[config.mk]
export PLATFORM = sky130hd
export DESIGN_NAME = fp16_mantissa_divider
export DESIGN_NICKNAME = d
export VERILOG_FILES = /design/src/rtl/fp16_mantissa_divider.sv
export SDC_FILE = /design/constraint.sdc
export NUM_CORES = 1
export LEC_CHECK = 0
export ABC_CLOCK_PERIOD_IN_PS = 4300
export CORE_UTILIZATION = 55
export CTS_BUF_LIST = sky130_fd_sc_hd__clkbuf_8 sky130_fd_sc_hd__clkbuf_16
export CTS_CLUSTER_SIZE = 8
export DETAILED_ROUTE_END_ITERATION = 8
export PLACE_DENSITY = 0.82
export SYNTH_ARGS = -nofsm -noshare
export SYNTH_HDL_FRONTEND = slang
export SYNTH_SLANG_ARGS = --single-unit
[constraint.sdc]
create_clock -name clk -period 4.3 [get_ports clk]
set_input_delay 0.86 -clock clk [delete_from_list [all_inputs] [get_ports clk]]
set_output_delay 0.86 -clock clk [all_outputs]
set_load 0.1 [all_outputs]
[src/rtl/fp16_mantissa_divider.sv]
// Mantissa stage of the FP16 divider: accepts sign/exponent from the
// sign/exponent summator, runs a 12-step restoring division of the 11-bit
// significands, normalizes, and packs the FP16 quotient.
//
// Ports:
//   clk        system clock, rising edge
//   res        synchronous active-high reset
//   load       level strobe from summator; sign/exponent valid while high
//   sign       result sign from summator
//   exponent   biased result exponent from summator
//   divisible  FP16 dividend
//   divider    FP16 divisor
//   result     packed FP16 quotient (registered)
//   ready      result valid; handshake back to summator (registered)
//   busy       high while dividing or normalizing (registered)
module fp16_mantissa_divider #(
    parameter int unsigned MANT_W = 10,
    parameter int unsigned EXP_W  = 5
) (
    input  logic                      clk,
    input  logic                      res,
    input  logic                      load,
    input  logic                      sign,
    input  logic [EXP_W-1:0]          exponent,
    input  logic [EXP_W+MANT_W:0]     divisible,
    input  logic [EXP_W+MANT_W:0]     divider,
    output logic [EXP_W+MANT_W:0]     result,
    output logic                      ready,
    output logic                      busy
);

    localparam int unsigned SIG_W  = MANT_W + 1;  // significand with hidden 1
    localparam int unsigned REM_W  = MANT_W + 2;  // remainder / quotient width
    localparam int unsigned CNT_W  = 4;
    localparam int unsigned WORD_W = 1 + EXP_W + MANT_W;

    typedef enum logic [1:0] {
        IDLE = 2'd0,
        DIV  = 2'd1,
        NORM = 2'd2,
        DONE = 2'd3
    } state_t;

    state_t             state;
    logic [REM_W-1:0]   rem;
    logic [REM_W-1:0]   q;
    logic [CNT_W-1:0]   cnt;
    logic [SIG_W-1:0]   mb;
    logic               sign_q;
    logic [EXP_W-1:0]   exp_q;
    logic               dz;
    logic               nz;

    // Restoring-division step: trial subtract and next remainder.
    logic               ge_c;
    logic [REM_W-1:0]   diff_c;
    logic [REM_W-1:0]   rem_next_c;

    always_comb begin
        ge_c       = (rem >= REM_W'(mb));
        diff_c     = rem - REM_W'(mb);
        rem_next_c = ge_c ? {diff_c[REM_W-2:0], 1'b0} : {rem[REM_W-2:0], 1'b0};
    end

    // Normalization and packing, including the zero-operand overrides.
    logic [MANT_W-1:0]  mant_c;
    logic [EXP_W-1:0]   exp_c;
    logic [WORD_W-1:0]  packed_c;

    always_comb begin
        if (q[REM_W-1]) begin
            mant_c = q[MANT_W:1];
            exp_c  = exp_q;
        end else begin
            mant_c = q[MANT_W-1:0];
            exp_c  = exp_q - EXP_W'(1);
        end
        if (dz)
            packed_c = {sign_q, {EXP_W{1'b1}}, {MANT_W{1'b0}}};
        else if (nz)
            packed_c = {sign_q, {(EXP_W+MANT_W){1'b0}}};
        else
            packed_c = {sign_q, exp_c, mant_c};
    end

    // Control FSM with registered outputs.
    always_ff @(posedge clk) begin
        if (res) begin
            state  <= IDLE;
            result <= '0;
            ready  <= 1'b0;
            busy   <= 1'b0;
            rem    <= '0;
            q      <= '0;
            cnt    <= '0;
            mb     <= '0;
            sign_q <= 1'b0;
            exp_q  <= '0;
            dz     <= 1'b0;
            nz     <= 1'b0;
        end else begin
            case (state)
                IDLE: begin
                    if (load) begin
                        sign_q <= sign;
                        exp_q  <= exponent;
                        mb     <= {1'b1, divider[MANT_W-1:0]};
                        rem    <= REM_W'({1'b1, divisible[MANT_W-1:0]});
                        dz     <= (divider[WORD_W-2:0] == '0);
                        nz     <= (divisible[WORD_W-2:0] == '0);
                        q      <= '0;
                        cnt    <= CNT_W'(REM_W - 1);
                        busy   <= 1'b1;
                        state  <= DIV;
                    end
                end
                DIV: begin
                    rem <= rem_next_c;
                    if (ge_c)
                        q[cnt] <= 1'b1;
                    if (cnt == '0)
                        state <= NORM;
                    else
                        cnt <= cnt - CNT_W'(1);
                end
                NORM: begin
                    result <= packed_c;
                    busy   <= 1'b0;
                    state  <= DONE;
                end
                DONE: begin
                    // ready is raised for at least one cycle, then held until
                    // the summator drops load.
                    if (!ready) begin
                        ready <= 1'b1;
                    end else if (!load) begin
                        ready <= 1'b0;
                        state <= IDLE;
                    end
                end
                default: state <= IDLE;
            endcase
        end
    end

endmodule
-- Word level (Yosys, flattened, before mapping)
Index checks and enable logic that the tools add are counted.
- memory bits (read-only): 0
- flip-flop bits (word level): 67
- bits in latches: 0
- output and inout bits: 18
- memories: 0
- bits of input ports: 41
- bits in writable memories: 0
- logic and storage cells: 65
- muxes and demuxes: 24
- bitwise gates (word level): 1
- divide/modulo/power cells: 0
- equal/unequal tests: 9
- shift-type cells: 0
- add/sub/neg operators: 3
- order comparisons: 3
- reduce and logical (&&, ||, !) cells: 13
- multiply operators: 0
- operators with widths (cell ; number):
    $mux 12 ; 4
    $pmux 12 s2 ; 2
    $logic_not 15->1 ; 2
    $mux 15 ; 2
    $ge 12x11->1 ; 1
    $ne 2x2->1 const B ; 6
    $or 12x12->12 ; 1
    $sub 11x11->11 ; 1
    $mux 10 ; 1
    $mux 2 ; 4
    $mux 4 ; 2
    $pmux 2 s4 ; 1
    $pmux 4 s2 ; 1
    $reduce_and 2->1 ; 3
    $reduce_and 3->1 ; 2
    $lt 4x5->1 const B ; 1
    $mux 5 ; 1
    $sub 5x1->5 const B ; 1
    $demux 1 s4 ; 1
    $eq 2x2->1 const B ; 2
    $ge 4x1->1 const B ; 1
    $logic_not 4->1 ; 1
    $mux 1 ; 4
    $reduce_and 4->1 ; 1
    6 further kinds ; 7

-- Depth between registers and ports, before layout
- depth after elaboration: 7
- gate-level depth with buffers: 11

-- Worst setup path before layout
Ideal clock, no wire load.
- path type: reg-to-reg
- from: register rem[0]
- to: register q[10]
- path slack: 2.045 ns
- cell stages (with the launch flop): 11
- setup time: 0.065 ns
- arrival: 2.190 ns
- buffers on the path: 0
- path through: dfxtp_1 -> inv_1 -> ha_1 -> fa_1 -> nand2b_1 -> a21oi_2 -> o21ai_1 -> and3_4 -> a2111oi_4 -> a21oi_1 -> nor2_1
- cells in the longest elaborated chain, start to end: 3
- RTL lines (element ; RTL line ; RTL):
    start, declared ; 45 ; logic [REM_W-1:0] rem;
    start signal, assigned ; 108 ; rem <= REM_W'({1'b1, divisible[MANT_W-1:0]});
    start signal, assigned ; 118 ; rem <= rem_next_c;
    $ge 12x11->1 ; 60 ; ge_c = (rem >= REM_W'(mb));
    $ne 2x2->1 (no line) ; - ;
    $reduce_and 3->1 (no line) ; - ;
    end signal, assigned ; 94 ; q <= '0;
    end signal, assigned ; 111 ; q <= '0;
    end signal, assigned by index ; 120 ; q[cnt] <= 1'b1;
    end, declared ; 46 ; logic [REM_W-1:0] q;
Every way passes these cells.
A chain may end at the register's enable or synchronous reset.

-- Final worst setup path
- from: register state[1]
- to: register rem[3]
- cells in the longest elaborated chain, start to end: 3
- elaborated cells on any way between the ends: 6
- classes of those cells: eq/ne (2); mux (1); reduce/logical (3)
- RTL lines (element ; RTL line ; RTL):
    start, declared ; 44 ; state_t state;
    start signal, assigned ; 89 ; state <= IDLE;
    start signal, assigned ; 114 ; state <= DIV;
    start signal, assigned ; 122 ; state <= NORM;
    $eq 2x1->1 / $logic_not 2->1 (equally long branches) ; 102 ; case (state)
    $reduce_bool 2->1 (no line) / $ne 2x2->1 (equally long branches) ; - ;
    $reduce_and 2->1 (no line) ; - ;
Parallel ways exist; a longest one is shown, timed or not.

==> flow_summary.yaml <==
yosys:
  netlist-cell-type-count: 56
  synth_top_area_share_pct: 37.42
  synthesis.area_um2: 3585
  synth_edf_count: 0
  yosys-top-cells-area: "dfxtp_1 37%, a21oi_1 8.0%, ha_1 7.3%"
  yosys_most_used_dff: "dfxtp_1"
  syn_avg_cell_area_um2: 8.336
  syn_inst: 430
  ys_warn_count: 0
  syn_nets: 493
  synth-seq-cells: 67
  ys_seq_area_share_pct: 37.42
  async_flop_share_pct: 0
  yosysTopAreaCell: "dfxtp_1"
job:
  maxCapViolations: 0
detailed_routing:
  wire_per_inst_um: 14.98
  dr.pass1.iters: 5
  avgViaCountPerCell: 5.624
  num_vias: 3155
  drt_iter0_drc: 118
  routed_wl_um: 8405
  ant_nets: 0
  drc_errors: 0
power_and_ir_drop:
  power_mw: 3.434
  powerDensity_nw_per_um2: 784.1
  max-vdd-ir-drop_uv: 496.6
  leakagePower_nw: 1.726
clock_tree:
  ctsHoldBuffers: 0
  numClockSinks: 67
  clk_pin_slew_worst_paths_ns: 0.07
  post_cts_buffers: 0
  h-tree-depth: 3
  ctsResizeCount: 0
  cts_buffers: 9
  clockRootBuffer: "clkbuf_8"
  cts_tree: "built"
  clk_latency_ns: 0.34
  clk_path_buf_depth: 2
cells_and_area:
  finalNetCount: 542
  area_growth_pct: 22.16
  antenna_cells: 0
  finalInstanceArea_um2: 4379
  drive_gt1_share_pct: 9.091
floorplan:
  die_h_um: 82.73
  die_w_um: 82.73
  initial_utilization_pct: 56.78
  core_um2: 6314
  die_area_um2: 6844
  rows: 29
  num_io_pins: 59
worst_setup_path:
  critical_path_arrival_ns: 3.04
  crit_type: "register to register"
  path_delay_family: "compound AO/OA/AOI/OAI gates"
  cp.required_ns: 4.53
  cp-start-kind: "register"
  endpoint_kind: "register"
  path_buf_inv: 1
  cpPeakStageDelay_ns: 1.04
  cp_cell_sequence: "inv_1 > ha_1 > o21ai_1 > nor2_1 > o21ai_0 > a21oi_1 > a21o_1"
  path_max_fanout: 23
  cp_slowest_cell: "o21ai_1"
placement:
  hpwlAfterDp_um: 5832
  routabilityCongestion: 0.8619
  io_buffers: 56
  dpl_cell_area_um2: 4169
grt:
  grt_pass1_vias: 2909
  gr-total-overflow: 0
  grt_busiest_layer: "met2"
  grt_max_degree: 52
  antenna_found_initial: 0
  met1_usage_pct: 32.01
  met3_usage_pct: 5.604
  grt_usage_pct: 25.80
  grt_pass1_wl_um: 13300
  grt_use_met2_pct: 42.05
sta:
  max_slew_margin_pct: 22.32
  period_needed_ns: 2.801
  rsz0062_at_grt: "false"
  setup_tns_ns: 0
  finClkSkew_ns: 0.007556
  finalHoldViolCount: 0
  max_slew.worst_pin.slew_ns: 1.157
  setup_viol: 0
  finalMaxSlewViolations: 0
  fmax_mhz: 357.1
  timing.final.crit_share_pct: 65.13
hold_path:
  hold_class: "register to register"
run_status:
  status: "completed"
[final timing paths]
path                                       startpoint             endpoint  slack (ns)  cells past startpoint
worst max-delay path            state[1]$_SDFFE_PP0P_  rem[3]$_SDFFE_PP0P_        1.50                      7
worst min-delay path               mb[6]$_SDFFE_PP0P_   mb[6]$_SDFFE_PP0P_        0.46                      2
worst max register to register  state[1]$_SDFFE_PP0P_  rem[3]$_SDFFE_PP0P_        1.50                      7
worst min register to register     mb[6]$_SDFFE_PP0P_   mb[6]$_SDFFE_PP0P_        0.46                      2
[metal layers]
metal	part of all wire, %	routed length, um	up-vias
li1	-	-	1591
met5	0	0	-
met2	48	4007	97
met3	5.4	453	17
met4	1.7	144	0
met1	45	3799	1450
[power breakdown]
group / internal (mW) / switching, mW
Sequential: 0.766 / 0.129
Combinational: 0.776 / 1.22
Clock: 0.289 / 0.256
[synth_stat cells, types with 3 or more instances]
cell,n
a211oi_1,8
a21o_1,6
a21oi_1,57
a31oi_1,3
buf_1,4
buf_2,3
clkbuf_1,13
dfxtp_1,67
ha_1,21
inv_1,21
mux2_2,10
mux2i_1,7
nand2_1,47
nand2b_1,8
nand3_1,3
nor2_1,54
nor2b_1,13
nor3_1,4
nor4_1,8
o21a_1,5
o21ai_0,6
o21ai_1,4
o22ai_1,6
xnor2_1,7
xor2_1,5
[metrics by stage]
step	setup WS, ns	hold WS [ns]	util [%]	instances
CTS	1.528	0.4598	69.36	561
finish	1.499	0.4625	69.36	561
global placement	1.239	0.4453	66.03	545
global route	1.333	0.4914	69.36	561
floorplan	2.045	0.4313	-	430
detailed placement	1.224	0.4494	66.03	545
[cells by family (layout without fill, tap and decap cells)]
group	Yosys count	after routing	synth area share [%]
fa+ha+maj	22	22	7.888
compound gates	115	115	21.33
mux	17	17	5.096
flops	67	67	37.42
simple gates	154	154	20.52
xor+xnor	12	12	2.932
buf+inv	43	97	4.817
[area by class of cell]
| type | instances | area, um2 |
|---|---|---|
| Multi-Input combinational cell | 320 | 2071 |
| Inverter | 22 | 82.58 |
| Sequential cell | 67 | 1341 |
| Fill cell | 526 | 1934 |
| Clock buffer | 10 | 137.6 |
| Clock inverter | 6 | 72.57 |
| Timing Repair Buffer | 59 | 578.1 |
| Tap cell | 77 | 96.34 |
[registers in the layout, indices dropped and copies added (netlist names)]
name / count
cnt: 4
nz: 1
exp_q: 5
sign_q: 1
mb: 11
state: 2
q: 12
busy: 1
ready: 1
dz: 1
result: 16
rem: 12
[placed cells by master (no fill, tap or decap), drive strengths merged, types with 2 or more instances in the layout]
cell type | Yosys | routed
a2111oi | 2 | 2
a211oi | 9 | 9
a21o | 6 | 6
a21oi | 59 | 59
a221oi | 2 | 2
a31oi | 3 | 3
and2 | 2 | 2
buf | 8 | 4
clkbuf | 13 | 10
clkdlybuf4s50 | 0 | 55
clkinv | 0 | 2
dfxtp | 67 | 67
ha | 21 | 21
inv | 22 | 24
mux2 | 10 | 10
mux2i | 7 | 7
nand2 | 47 | 47
nand2b | 8 | 8
nand3 | 4 | 4
nand4 | 3 | 3
nor2 | 55 | 55
nor2b | 13 | 13
nor3 | 5 | 5
nor3b | 3 | 3
nor4 | 8 | 8
o211ai | 2 | 2
o21a | 5 | 5
o21ai | 10 | 10
o22ai | 6 | 6
o31ai | 2 | 2
or4 | 2 | 2
xnor2 | 7 | 7
xor2 | 5 | 5
[tightest hold or removal path: stages, from the launching register on]
cell,delay [ns]
dfxtp_1,0.31
nand2_1,0.05
a21oi_1,0.05
(Power assumes the default switching activity.)
